===== src/rtl/xbar_ingress.sv =====
// Per-slave-port crossbar ingress: buffers a packet stream in a small FIFO,
// pins the destination for a whole packet and discards packets to absent masters.
module xbar_ingress #(
  parameter int DATA_W    = 32,
  parameter int DEST_W    = 2,
  parameter int N_MASTERS = 2,
  parameter int DEPTH     = 4,
  parameter int CNT_W     = 16
) (
  input  logic              clk,
  input  logic              rst_n,
  input  logic [DATA_W-1:0] in_data,
  input  logic [DEST_W-1:0] in_dest,
  input  logic              in_last,
  input  logic              in_valid,
  output logic              in_ready,
  output logic [DATA_W-1:0] out_data,
  output logic [DEST_W-1:0] out_dest,
  output logic              out_last,
  output logic              out_valid,
  input  logic              out_ready,
  output logic [CNT_W-1:0]  drop_cnt
);

  localparam int PTR_W  = $clog2(DEPTH);
  localparam int FILL_W = PTR_W + 1;
  localparam int ENT_W  = DATA_W + 1 + DEST_W;
  localparam logic [DEST_W:0] NM = (DEST_W + 1)'(N_MASTERS);

  typedef enum logic [1:0] {
    S_IDLE,
    S_FWD,
    S_DROP
  } state_e;

  state_e              state_q, state_d;
  logic [DEST_W-1:0]   dest_q, dest_d;
  logic [PTR_W-1:0]    wr_ptr_q, wr_ptr_d;
  logic [PTR_W-1:0]    rd_ptr_q, rd_ptr_d;
  logic [FILL_W-1:0]   count_q, count_d;
  logic [CNT_W-1:0]    drop_cnt_q, drop_cnt_d;
  logic                active_q;
  logic [ENT_W-1:0]    mem_q [DEPTH];

  logic                full;
  logic                empty;
  logic                accept;
  logic                pop;
  logic                dest_ok;
  logic                push;
  logic                drop_hit;
  logic [DEST_W-1:0]   wr_dest;
  logic [ENT_W-1:0]    head;

  function automatic logic [CNT_W-1:0] sat_inc(input logic [CNT_W-1:0] v);
    return (&v) ? v : v + CNT_W'(1);
  endfunction

  assign full     = (count_q == FILL_W'(DEPTH));
  assign empty    = (count_q == '0);
  assign dest_ok  = ({1'b0, in_dest} < NM);
  // active_q keeps in_ready low while reset is held, without a combinational rst_n path.
  assign in_ready = active_q && (!full || (state_q == S_DROP));
  assign accept   = in_valid && in_ready;
  assign pop      = out_valid && out_ready;

  // Sequencer: state register
  always_ff @(posedge clk or negedge rst_n) begin
    if (!rst_n) begin
      state_q <= S_IDLE;
    end else begin
      state_q <= state_d;
    end
  end

  // Sequencer: next state
  always_comb begin
    state_d = state_q;
    case (state_q)
      S_IDLE: begin
        if (accept && !in_last) begin
          state_d = dest_ok ? S_FWD : S_DROP;
        end
      end
      S_FWD, S_DROP: begin
        if (accept && in_last) begin
          state_d = S_IDLE;
        end
      end
      default: state_d = S_IDLE;
    endcase
  end

  // Sequencer: outputs (store strobe, stored dest, drop event)
  always_comb begin
    push     = 1'b0;
    wr_dest  = dest_q;
    drop_hit = 1'b0;
    dest_d   = dest_q;
    case (state_q)
      S_IDLE: begin
        if (accept) begin
          if (dest_ok) begin
            push    = 1'b1;
            wr_dest = in_dest;
            dest_d  = in_dest;
          end else begin
            drop_hit = in_last;
          end
        end
      end
      S_FWD:   push     = accept;
      S_DROP:  drop_hit = accept && in_last;
      default: ;
    endcase
  end

  always_comb begin
    wr_ptr_d   = push ? wr_ptr_q + PTR_W'(1) : wr_ptr_q;
    rd_ptr_d   = pop  ? rd_ptr_q + PTR_W'(1) : rd_ptr_q;
    count_d    = count_q;
    case ({push, pop})
      2'b10:   count_d = count_q + FILL_W'(1);
      2'b01:   count_d = count_q - FILL_W'(1);
      default: count_d = count_q;
    endcase
    drop_cnt_d = drop_hit ? sat_inc(drop_cnt_q) : drop_cnt_q;
  end

  always_ff @(posedge clk or negedge rst_n) begin
    if (!rst_n) begin
      dest_q     <= '0;
      wr_ptr_q   <= '0;
      rd_ptr_q   <= '0;
      count_q    <= '0;
      drop_cnt_q <= '0;
      active_q   <= 1'b0;
    end else begin
      dest_q     <= dest_d;
      wr_ptr_q   <= wr_ptr_d;
      rd_ptr_q   <= rd_ptr_d;
      count_q    <= count_d;
      drop_cnt_q <= drop_cnt_d;
      active_q   <= 1'b1;
    end
  end

  // FIFO storage: payload only, never reset
  always_ff @(posedge clk) begin
    if (push) begin
      mem_q[wr_ptr_q] <= {in_data, in_last, wr_dest};
    end
  end

  // Outputs are forced to zero when empty so reset presents a clean idle bus.
  assign head      = mem_q[rd_ptr_q];
  assign out_valid = !empty;
  assign out_data  = out_valid ? head[ENT_W-1 -: DATA_W] : '0;
  assign out_last  = out_valid && head[DEST_W];
  assign out_dest  = out_valid ? head[DEST_W-1:0] : '0;
  assign drop_cnt  = drop_cnt_q;

endmodule


===== config.mk =====
export PLATFORM = sky130hd
export DESIGN_NAME = xbar_ingress
export DESIGN_NICKNAME = d
export VERILOG_FILES = /design/src/rtl/xbar_ingress.sv
export SDC_FILE = /design/constraint.sdc
export NUM_CORES = 1
export LEC_CHECK = 0
export CORE_ASPECT_RATIO = 0.5
export CORE_MARGIN = 3
export CORE_UTILIZATION = 55
export DETAILED_ROUTE_END_ITERATION = 8
export GPL_ROUTABILITY_DRIVEN = 0
export PLACE_DENSITY = 0.8
export REMOVE_ABC_BUFFERS = 1
export SYNTH_ARGS = -nofsm -noshare
export SYNTH_HDL_FRONTEND = slang
export SYNTH_SLANG_ARGS = --single-unit
export TNS_END_PERCENT = 10

===== constraint.sdc =====
create_clock -name clk -period 3.18 [get_ports clk]
set_clock_uncertainty 0.05 [all_clocks]
set_input_delay 0.318 -clock clk [delete_from_list [all_inputs] [get_ports clk]]
set_output_delay 0.318 -clock clk [all_outputs]
set_load 0.02 [all_outputs]

## Yosys cells after proc, flatten, opt, wreduce, memory -nomap -nowiden

Memories as Yosys holds them, arrays and structs flattened.
Cells that the tools add are included.

| operators by class | value |
|---|---|
| $mul | 0 |
| bitwise gates (word level) | 1 |
| shifts and indexed selects | 0 |
| divide/modulo/power cells | 0 |
| equality and inequality tests | 7 |
| $add $sub $neg | 5 |
| magnitude comparators | 1 |
| reductions and logical operators | 17 |
| mux-type cells | 18 |

Operator list:

| kind | count |
|---|---|
| $mux 32 | 1 |
| $add 16x1->16 const B | 1 |
| $reduce_and 16->1 | 1 |
| $mux 2 | 7 |
| $logic_and 1x1->1 | 6 |
| $mux 1 | 6 |
| $pmux 3 s2 | 1 |
| $add 2x1->2 const B | 2 |
| $eq 2x1->1 const B | 2 |
| $eq 2x2->1 const B | 2 |
| $ne 2x2->1 const B | 2 |
| $pmux 1 s2 | 2 |
| $pmux 2 s2 | 1 |
| $reduce_and 2->1 | 2 |
| $add 3x1->3 const B | 1 |
| $eq 3x3->1 const B | 1 |
| $logic_not 1->1 | 3 |
| $logic_not 3->1 | 1 |
| $sub 3x1->3 const B | 1 |
| $logic_not 2->1 | 1 |
| $lt 2x2->1 const B | 1 |
| $reduce_bool 2->1 | 1 |
| $reduce_or 2->1 | 1 |
| $logic_or 1x1->1 | 1 |
| $not 1->1 | 1 |

| word-level totals | value |
|---|---|
| memory bits (read-only) | 0 |
| output and inout bits | 53 |
| input port bits | 39 |
| latch bits | 0 |
| flip-flop bits (word level) | 28 |
| bits in writable memories | 140 |
| memories | 1 |

Memories:

| memory | depth | width | read ports | clocked after Yosys merged registers in | write ports | line | text |
|---|---|---|---|---|---|---|---|
| mem_q | 4 | 35 | 1 | 0 | 1 | 43 | `logic [ENT_W-1:0] mem_q [DEPTH];` |

## Logic depth before layout (Yosys ltp)

Gate-level depths: netlist (run 1).

| logic depth | value |
|---|---|
| word-level depth | 9 |
| gate-level depth with buffers | 12 |
| gate-level depth less buffers | 12 |

## Worst setup path before layout (run 1)

Ideal clock, no wire load.

| timing | value |
|---|---|
| path kind | flip-flop to flip-flop |
| start | reg state_q[0] |
| end | reg count_q[2] |
| period minus slack after synthesis | 2,464 ps |
| data required time | 3,051 ps |
| stages on the path, launching flop included | 13 |
| slack | 716 ps |
| arrival time | 2,335 ps |
| cells stage by stage | dfrtp_1 > inv_1 > ha_1 > or4b_4 > nand2_2 > a21oi_2 > inv_1 > ha_1 > inv_1 > fa_1 > xor2_1 > nor2_1 > xor2_1 |

| on the way | value |
|---|---|
| word-level cells in the longest chain between the ends | 8 |
| elaborated cells between the ends (all ways) | 12 |
| classes of those cells | eq/ne: 4; mux: 3; reduce/logical: 5 |

RTL lines:

| what | line | text |
|---|---|---|
| start, declared | 36 | `state_e state_q, state_d;` |
| start signal, assigned | 72 | `state_q <= state_d;` |
| $eq 2x2->1 | 63 | `assign in_ready = active_q && (!full \|\| (state_q == S_DROP));` |
| $logic_or 1x1->1 | 63 |  |
| $logic_and 1x1->1 | 63 |  |
| $logic_and 1x1->1 | 64 | `assign accept = in_valid && in_ready;` |
| $mux 1 | 102 | `if (accept) begin` |
| $pmux 1 s2 * | 100 | `case (state_q)` |
| $eq 2x1->1 / $eq 2x2->1 (equally long branches) | 122 | `case ({push, pop})` |
| $pmux 3 s2 / $reduce_bool 2->1 (equally long branches) | -- |  |
| end signal, assigned | 142 | `count_q <= count_d;` |
| end, declared | 40 | `logic [FILL_W-1:0] count_q, count_d;` |

Mark *: on every way between the ends. The rest lies on a longest branch, timed or not.
A chain may end at the register's enable or synchronous reset.

## Worst setup path after layout (run 1)

| timing | value |
|---|---|
| start | reg rd_ptr_q[0] |
| end | out out_data[21] |

| on the way | value |
|---|---|
| word-level cells in the longest chain between the ends | 2 |

RTL lines:

| what | line | text |
|---|---|---|
| start, declared | 39 | `logic [PTR_W-1:0] rd_ptr_q, rd_ptr_d;` |
| start signal, assigned | 141 | `rd_ptr_q <= rd_ptr_d;` |
| $mem_v2 4x35 | -- |  |
| $mux 32 | 158 | `assign out_data = out_valid ? head[ENT_W-1 -: DATA_W] : '0;` |
| end, declared | 17 | `output logic [DATA_W-1:0] out_data,` |

No other way between the ends.

==> results of run 1 <==
worst register-to-register path: stages (launching register included):
cell     delay, ns
dfrtp_1       0.38
inv_1         0.07
ha_1          0.22
or4b_4        0.53
nand2_2       0.13
a21oi_2       0.08
inv_1         0.07
ha_1          0.18
inv_1         0.06
fa_1          0.37
xor2_1        0.15
nor2_1        0.12
xor2_1        0.17
layout make-up:
cell class | count | area share
inverter | 10 | 0.00434
multi-input combinational | 173 | 0.216
sequential | 168 | 0.567
tap | 165 | 0.0238
clock buffer | 17 | 0.0491
timing repair buffer | 101 | 0.121
clock inverter | 15 | 0.0185
through the flow:
stage	worst slack [ns]	total power, uW	cells	instance area [sq um]
after floorplan	0.419	4360	351	6810
after global placement	0.636	5430	617	8070
after detailed placement	0.518	5470	617	8070
after CTS	0.177	7470	649	8660
after global routing	0.105	7730	649	8660
final	0.236	7380	649	8660
metal layers:
metal	up-vias	track usage	routed length, um
li1	1635	-	-
met1	1781	0.254	5330
met2	115	0.330	6430
met3	21	0.0556	740
met4	0	0.0744	212
met5	-	0	0
cells in the final DEF (no fill, tap or decap), types with 2 or more instances in the layout:
cell             instances
clkinv_8                 3
nand2_1                  7
dfrtp_2                  2
clkinv_4                 3
a211oi_1                 4
buf_12                   5
clkbuf_16               17
xor2_1                  18
ha_1                     9
buf_4                    5
nor2_1                   5
and2_1                  38
nand3_2                  2
nand3_1                  5
nor3_1                   3
clkdlybuf4s50_1         91
inv_8                    5
mux4_2                  35
or4_1                    2
nor4b_1                  2
nor4_1                   4
nor4_2                   4
dfrtp_1                 26
inv_1                   10
inv_6                    2
edfxtp_1               140
and2_2                   4
nand4_1                  3
xnor2_1                  3
mux2_2                   2
registers in the layout, summed over array words and instances (netlist names):
name      flops
active_q      1
state_q       2
dest_q        2
wr_ptr_q      2
count_q       3
rd_ptr_q      2
drop_cnt     16
mem_q       140
logic make-up (layout without fill, tap and decap cells):
group,Yosys count,in the layout,share of synthesized area
flip-flops,168,168,0.714
AND/OR/NAND/NOR,89,89,0.0889
multiplexers,39,39,0.122
buffers and inverters,23,143,0.0140
XOR/XNOR,21,21,0.0268
AO/OA/AOI/OAI,13,13,0.0146
adder cells (fa/ha/maj),10,10,0.0193
other,1,1,0.000546
power by group through the flow:
| stage | Clock, uW | Sequential (uW) | Combinational [uW] |
|---|---|---|---|
| 5_1_grt | 2110 | 2800 | 2820 |
| 3_5_place_dp | 0 | 2820 | 2660 |
| 2_1_floorplan | 0 | 2920 | 1450 |
| 3_3_place_gp | 0 | 2810 | 2620 |
| 4_1_cts | 2010 | 2780 | 2680 |
| 6_report | 1980 | 2770 | 2640 |
synthesized netlist by cell type (all sizes together):
master | n | area share
buf | 6 | 0.0047
nor2 | 5 | 0.0027
and3 | 1 | 0.00091
mux4 | 35 | 0.11
o2bb2ai | 1 | 0.0013
dfrtp | 28 | 0.10
nor4 | 9 | 0.014
and2 | 42 | 0.038
inv | 10 | 0.0055
xnor2 | 3 | 0.0038
nand4 | 4 | 0.0058
ha | 9 | 0.016
or4 | 2 | 0.0022
edfxtp | 140 | 0.61
mux2 | 3 | 0.0055
o22a | 1 | 0.0013
nor3 | 3 | 0.0022
o21ai | 1 | 0.00073
fa | 1 | 0.0029
a21boi | 1 | 0.0011
a21oi | 2 | 0.0020
nand3 | 8 | 0.0091
mux2i | 1 | 0.0015
or4b | 1 | 0.0020
conb | 1 | 0.00055
nand2 | 8 | 0.0047
clkbuf | 7 | 0.0038
or3 | 2 | 0.0026
nor4b | 2 | 0.0026
a211oi | 4 | 0.0044
xor2 | 18 | 0.023
nor2b | 1 | 0.00091
a221o | 1 | 0.0015
a21o | 1 | 0.0011
nand2b | 1 | 0.00091
o31a | 1 | 0.0013
path summary, 6_finish.rpt:
kind	slack [ns]	end
worst min-delay path	0.38	drop_cnt[15]
max in group asynchronous	2.05	rd_ptr_q[0]
worst min register to register	0.44	count_q[2]
min in group clk	0.44	count_q[2]
worst max-delay path	0.24	out_data[21]
worst max register to register	0.51	count_q[2]
==> impl_metrics.yaml, run 1 <==
cts:
  cts-root-buf: "clkbuf_16"
  clock_latency_ns: 0.42
  cts.sinks: 168
  cts_made_buffers: 17
  holdBufCountCts: 0
  cts_resized: 0
  cts_max_level: 4
  clockBufferDepth: 2
  clkTransAtPathRegs_ns: 0.07
  cts_tree: "yes"
  post_cts_buffers: 0
power:
  power_frac_comb: 0.357
  p_leak_uw: 0.00302
  power.net_switching_uw: 2350
  seqPwrFrac: 0.376
  p_int_uw: 5040
  power.share.clock: 0.267
  swShare: 0.318
  vdd_drop_max_uv: 497
  power_density_nw_per_um2: 853
timing:
  tightest_slew_ns: 0.944
  fmaxAchievable_ghz: 0.340
  setup_viol: 0
  rsz0062_at_grt: "no"
  tns_ns: 0
  max_slew_margin: 0.368
  hold_viol_final: 0
  layout_min_cycle_time_ns: 2.94
  period_share: 0.926
  final-max-slew-violation-count: 0
  whs_ns: 0.376
critical_path:
  critPathSlowestCell: "dfrtp_2"
  rr_startpoint: "state_q[0]"
  path_depth: 4
  crit_type: "register to output port"
  cp.arrival_ns: 2.58
  crit_required_ns: 2.81
  worst-path-buf-inv: 2
  reg2regPathDepth: 12
  crit_path_start: "rd_ptr_q[0]"
  crit_fanout: 28
  end_kind: "output port"
  cp_slowest_stage_delay_ns: 0.58
  crit_path_start_kind: "register"
  crit_chain: "buf_12 -> mux4_2 -> and2_1 -> clkdlybuf4s50_1"
  cp_top_family: "buffers and inverters"
detailed_routing:
  drt_wl_total_um: 12700
  drtIter0Drc: 177
  firstDrtPassIters: 5
  dr_total_vias: 3552
  vias_per_cell: 5.47
  drc: 0
  wire_per_inst_um: 19.6
  ant_nets: 0
yosys:
  synth_cell_type_count: 46
  yosys_warnings: 0
  ys_ff_latch: 168
  yosysSeqAreaShare: 0.714
  synthCells: 364
  syn-mean-instance-area_sq_um: 18.9
  netlist_area_sq_um: 6870
place:
  dp_hpwl_um: 7840
  io_buffers: 91
worst_hold_path:
  hold_class: "primary input to async pin"
floorplanning:
  core_sq_um: 12000
  die_area_sq_um: 13900
  die_y_um: 85.0
  pin_count: 92
  rows: 28
  die_w_um: 164
  initial_utilization: 0.572
global_route:
  grt_max_degree: 36
  grt_pass1_vias: 3826
  gr-total-overflow: 0
  antenna_found_initial: 0
  grt_use_total: 0.199
  grt_pass1_wl_um: 20500
finish:
  area_delta_synth_final_pct: 26.1
  seqCellArea_sq_um: 4910
  multiInputGateArea_sq_um: 1870
  fillers: 706
  antenna_cells: 0
  drive_gt1_frac: 0.202
  final_core_util: 0.720
  nNetsFinal: 520
status:
  status: "complete, no violations"
job:
  drv_cap: 0
Note: power is estimated with default switching activity, not from simulation.
==> run 2: changes to the inputs <==
--- a/config.mk
+++ b/config.mk
@@ -7,10 +7,11 @@
 export LEC_CHECK = 0
 export CORE_ASPECT_RATIO = 0.5
 export CORE_MARGIN = 3
-export CORE_UTILIZATION = 55
+export CORE_UTILIZATION = 60
 export DETAILED_ROUTE_END_ITERATION = 8
+export DONT_BUFFER_PORTS = 1
 export GPL_ROUTABILITY_DRIVEN = 0
-export PLACE_DENSITY = 0.8
+export PLACE_DENSITY = 0.76
 export REMOVE_ABC_BUFFERS = 1
 export SYNTH_ARGS = -nofsm -noshare
 export SYNTH_HDL_FRONTEND = slang
==> constraint.sdc (replaced) <==
create_clock -name clk -period 3.18 [get_ports clk]
set_clock_uncertainty 0.05 [all_clocks]
set_input_delay 0.477 -clock clk [delete_from_list [all_inputs] [get_ports clk]]
set_output_delay 0.477 -clock clk [all_outputs]
set_load 0.02 [all_outputs]
==> run 2 against run 1 <==
Design area is 11% lower; sequential cell count stayed put; count of clock-buffer cells in the layout is 7 higher; highest routed layer is now met5; fmax is 7.2% higher; sequential share of layout area is 7.3 points higher; combinational power is 28% lower.
==> impl_metrics.yaml, run 2 (synthesis results as in run 1) <==
detailed_routing:
  drc: 0
  ant_nets: 0
  vias_per_cell: 6.21
  wire_per_inst_um: 23.1
  dr_total_vias: 3289
  highest_layer: "met5"
  drtIter0Drc: 154
  wl_met3_um: 832
  met1_length_um: 5050
  drt_wl_total_um: 12200
  wl_met2_um: 6150
  firstDrtPassIters: 4
critical_path:
  cp.arrival_ns: 3.03
  crit_path_start_kind: "register"
  timing.reg2reg.setup_slack_ns: 0.43
  crit_required_ns: 3.47
  rr_startpoint: "state_q[0]"
  crit_type: "register to register"
  end_kind: "register"
  reg2regPathDepth: 12
  crit_fanout: 7
  reg2reg_to: "count_q[2]"
place:
  dp_hpwl_um: 7410
  io_buffers: 0
  placed_cell_area_sq_um: 7040
power:
  p_leak_uw: 0.00265
  vdd_drop_max_uv: 450
  power_density_nw_per_um2: 874
  power.total_uw: 6700
floorplanning:
  die_area_sq_um: 12800
  die_w_um: 157
  core_sq_um: 10700
  pin_count: 92
  initial_utilization: 0.644
  die_y_um: 81.7
  rows: 26
global_route:
  antenna_found_initial: 1
  grt_use_total: 0.207
  gr-total-overflow: 0
  grt_pass1_vias: 3561
  grt_max_degree: 37
  grt_pass1_wl_um: 19500
worst_hold_path:
  holdCritStartpoint: "in_data[11]"
  hold_class: "primary input to register"
  worstHoldPathCells: 0
  hold_end: "mem_q[2][14]"
cts:
  cts_tree: "yes"
  clkTransAtPathRegs_ns: 0.07
  cts_resized: 0
  cts_max_level: 4
  cts-root-buf: "clkbuf_16"
  cts.sinks: 168
  cts_made_buffers: 17
  post_cts_buffers: 0
  clockBufferDepth: 2
  clock_latency_ns: 0.42
  holdBufCountCts: 2
timing:
  layout_min_cycle_time_ns: 2.75
  period_share: 0.863
  setup_viol: 0
  hold_viol_final: 0
  fmaxAchievable_ghz: 0.364
  rsz0062_at_grt: "no"
  tns_ns: 0
  final-max-slew-violation-count: 0
  max_slew_margin: 0.345
  tightest_slew_ns: 0.982
finish:
  area_delta_synth_final_pct: 11.6
  final_common_cell: "edfxtp_1"
  drive_gt1_frac: 0.236
  largest-register: "mem_q"
  nNetsFinal: 426
  design_area_sq_um: 7660
  largest_reg_flops: 140
  final_cell_mix: "140 x edfxtp_1, 38 x and2_1, 35 x mux4_2, 27 x dfrtp_1, 20 x clkbuf_16"
  antenna_cells: 0
job:
  drv_cap: 0
status:
  status: "complete, no violations"
==> run 2: changes by cell type in the layout (fill, tap and decap cells not counted), moves of 2 or more <==
cell | before | now
clkinv_2 | 0 | 2
clkbuf_16 | 17 | 20
clkdlybuf4s50_1 | 91 | 0
inv_6 | 2 | 0
clkbuf_8 | 0 | 2
clkinvlp_4 | 1 | 3
buf_12 | 5 | 2
clkinv_8 | 3 | 0
inv_8 | 5 | 0
clkbuf_1 | 0 | 2
==> run 2: critical path, stage by stage, from the launching register on <==
cell,delay [ns]
dfrtp_1,0.40
inv_1,0.09
ha_1,0.21
or4b_4,0.53
nand2_2,0.14
a21oi_2,0.09
inv_1,0.07
ha_1,0.17
inv_1,0.06
fa_1,0.37
xor2_1,0.15
nor2_1,0.14
xor2_1,0.17
==> run 2: power by group <==
part,switching (uW),internal [uW],total [uW]
clock,813,1180,2000
combinational,1110,778,1890
sequential,201,2610,2810
==> run 2: final cells by class <==
class,count,area [sq um]
Sequential cell,168,4910
Fill cell,648,3010
Multi-Input combinational cell,173,1870
Clock buffer,24,536
Tap cell,140,175
Timing Repair Buffer,7,80.1
Clock inverter,8,58.8
Inverter,10,37.5
==> run 2: worst max path at each step <==
stage                            from           end
final                      state_q[0]    count_q[2]
after global placement     state_q[0]    count_q[2]
after CTS                 rd_ptr_q[0]  out_data[14]
after detailed placement   state_q[0]    count_q[2]
after floorplan           rd_ptr_q[0]   out_data[0]
after global routing       state_q[0]    count_q[2]
==> run 2: through the flow <==
stage / util / instances / hold slack, ns / setup slack, ns
final: 0.718 / 530 / 0.102 / 0.434
after global routing: 0.718 / 530 / 0.0757 / 0.319
after CTS: 0.718 / 530 / 0.0813 / 0.406
after detailed placement: 0.660 / 496 / 0.132 / 0.456
after global placement: 0.660 / 496 / 0.132 / 0.653
after floorplan: - / 351 / 0.131 / 0.260
==> run 2: per-layer routing <==
layer,GRT usage,vias to the layer above
li1,-,1443
met1,0.261,1720
met2,0.338,107
met3,0.0805,17
met4,0.0736,2
met5,0,-
==> variant (settings of run 1) <==
Register the output `drop_cnt` once more, with the module's reset; this adds one clock of latency there. The other outputs are not delayed to match.
--- a/src/rtl/xbar_ingress.sv
+++ b/src/rtl/xbar_ingress.sv
@@ -158,7 +158,13 @@
   assign out_data  = out_valid ? head[ENT_W-1 -: DATA_W] : '0;
   assign out_last  = out_valid && head[DEST_W];
   assign out_dest  = out_valid ? head[DEST_W-1:0] : '0;
-  assign drop_cnt  = drop_cnt_q;
+  always_ff @(posedge clk or negedge rst_n) begin
+    if (!rst_n) begin
+      drop_cnt <= '0;
+    end else begin
+      drop_cnt <= drop_cnt_q;
+    end
+  end
 
 endmodule
 
Formal check against the unedited RTL: not equivalent (a bounded check fails within 4 cycles, from zero or initial values and one cycle with rst_n low).
==> variant against run 1 <==
The flow now finishes with violations (negative hold slack). Synthesized area is 4.6% higher. Final cell count is 1.4% higher. Cell area is 3.7% higher. Total power is 5.3% higher. Worst setup slack better by 27 ps. Via count is 1.1% higher. Wire length is 4.9% higher. Maximum frequency is 0.91% higher. Sequential cell count is 16 higher. Highest routed layer unchanged.
==> variant: results (changes against run 1) <==
Outcome: finished, violations left
Failing checks: negative hold slack
Ys async rst share: 0.239 (+0.0725)
Internal power: 5.45 mW (+8.1%)
Global-route wire length before repair: 21.7 mm (+5.9%)
R2R Setup Slk: 390 ps (-120 ps)
Synth top area cells: edfxtp_1 59%, dfrtp_1 15%, mux4_2 11%
Worst EP arrival: 2550 ps (-30 ps)
Largest net degree at the start of global routing: 45 (+25%)
DR pass1 iterations: 4 (-1)
Final HPWL DP: 7.92 mm (+1.1%)
Placed cell areas: 0.00838 mm² (+3.8%)
Vias in the first global route: 3936 (+2.9%)
Avg Vias per Cell: 5.46 (-0.26%)
Sequential fraction of the synthesis area: 0.739 (+0.0245)
Final wirelength: 13.3 mm (+4.9%)
DRT iter0 DRCs: 229 (+29%)
Leak Pwr: 3.22 nW (+6.6%)
Vias: 3592 (+1.1%)
Final Hold Fails: 9 (+9)
Worst-path fanout max: 21 (-25%)
Commonest cells in the netlist: 140 x edfxtp_1, 44 x dfrtp_1, 42 x and2_1, 35 x mux4_2
Max VDD drop: 0.505 mV (+1.6%)
Fin nets: 530 (+1.9%)
Smallest hold slack: -6.70 ps (-383 ps)
Dpl cells: 627 (+1.6%)
Pre-CTS setup slack: 406 ps (-112 ps)
GRT Overall Usage: 0.200 (+0.00137)
Share of cells above drive strength 1: 0.178 (-0.0240)
-- variant: area by class of cell --
type                            instances  area, µm²
Sequential cell                       184       5310
Fill cell                             718       3290
Tap cell                              165        206
Inverter                               11       41.3
Clock inverter                         13        168
Multi-Input combinational cell        169       1790
Timing Repair Buffer                   98       1030
Clock buffer                           18        429
-- variant: power groups by stage --
stage / sequential [mW] / combinational [mW] / clock [mW]
floorplan: 3.15 / 1.44 / 0
global placement: 3.02 / 2.63 / 0
detailed placement: 3.03 / 2.66 / 0
CTS: 2.99 / 2.69 / 2.18
global route: 3.01 / 2.83 / 2.28
finish: 2.98 / 2.64 / 2.15
-- variant: metal layers --
layer / vias to the layer above / global-route usage / share of wire
li1: 1641 / - / -
met1: 1838 / 0.251 / 0.43
met2: 89 / 0.336 / 0.51
met3: 24 / 0.0510 / 0.042
met4: 0 / 0.0921 / 0.022
met5: - / 0 / 0
-- variant: worst max path at each step --
stage	start	to	slack, ps	depth (start not counted)
finish	count_q[0]	out_data[18]	260	4
CTS	count_q[0]	out_data[18]	190	4
detailed placement	state_q[0]	count_q[2]	410	12
floorplan	rd_ptr_q[0]	out_data[0]	420	2
global route	count_q[0]	out_data[1]	170	4
global placement	state_q[0]	count_q[2]	530	12
-- variant: critical path, cell delays in order, from the launching register on --
cell             delay, ps
dfrtp_1                420
or3_1                  670
buf_4                  320
and2_1                 160
clkdlybuf4s50_1        550
-- variant: metrics by stage --
step,util,total power [mW]
floorplan,-,4.58
global placement,0.683,5.64
detailed placement,0.683,5.69
CTS,0.732,7.85
global route,0.732,8.12
finish,0.732,7.77
-- variant: logic make-up (layout without fill, tap and decap cells) --
group / count (synthesis) / after routing / synth area share
simple gates: 89 / 89 / 0.0758
buf+inv: 23 / 140 / 0.0127
fa+ha+maj: 10 / 10 / 0.0185
other cells: 1 / 1 / 0.000522
flops: 184 / 184 / 0.739
mux: 41 / 41 / 0.119
compound gates: 10 / 10 / 0.0125
xor+xnor: 18 / 18 / 0.0220
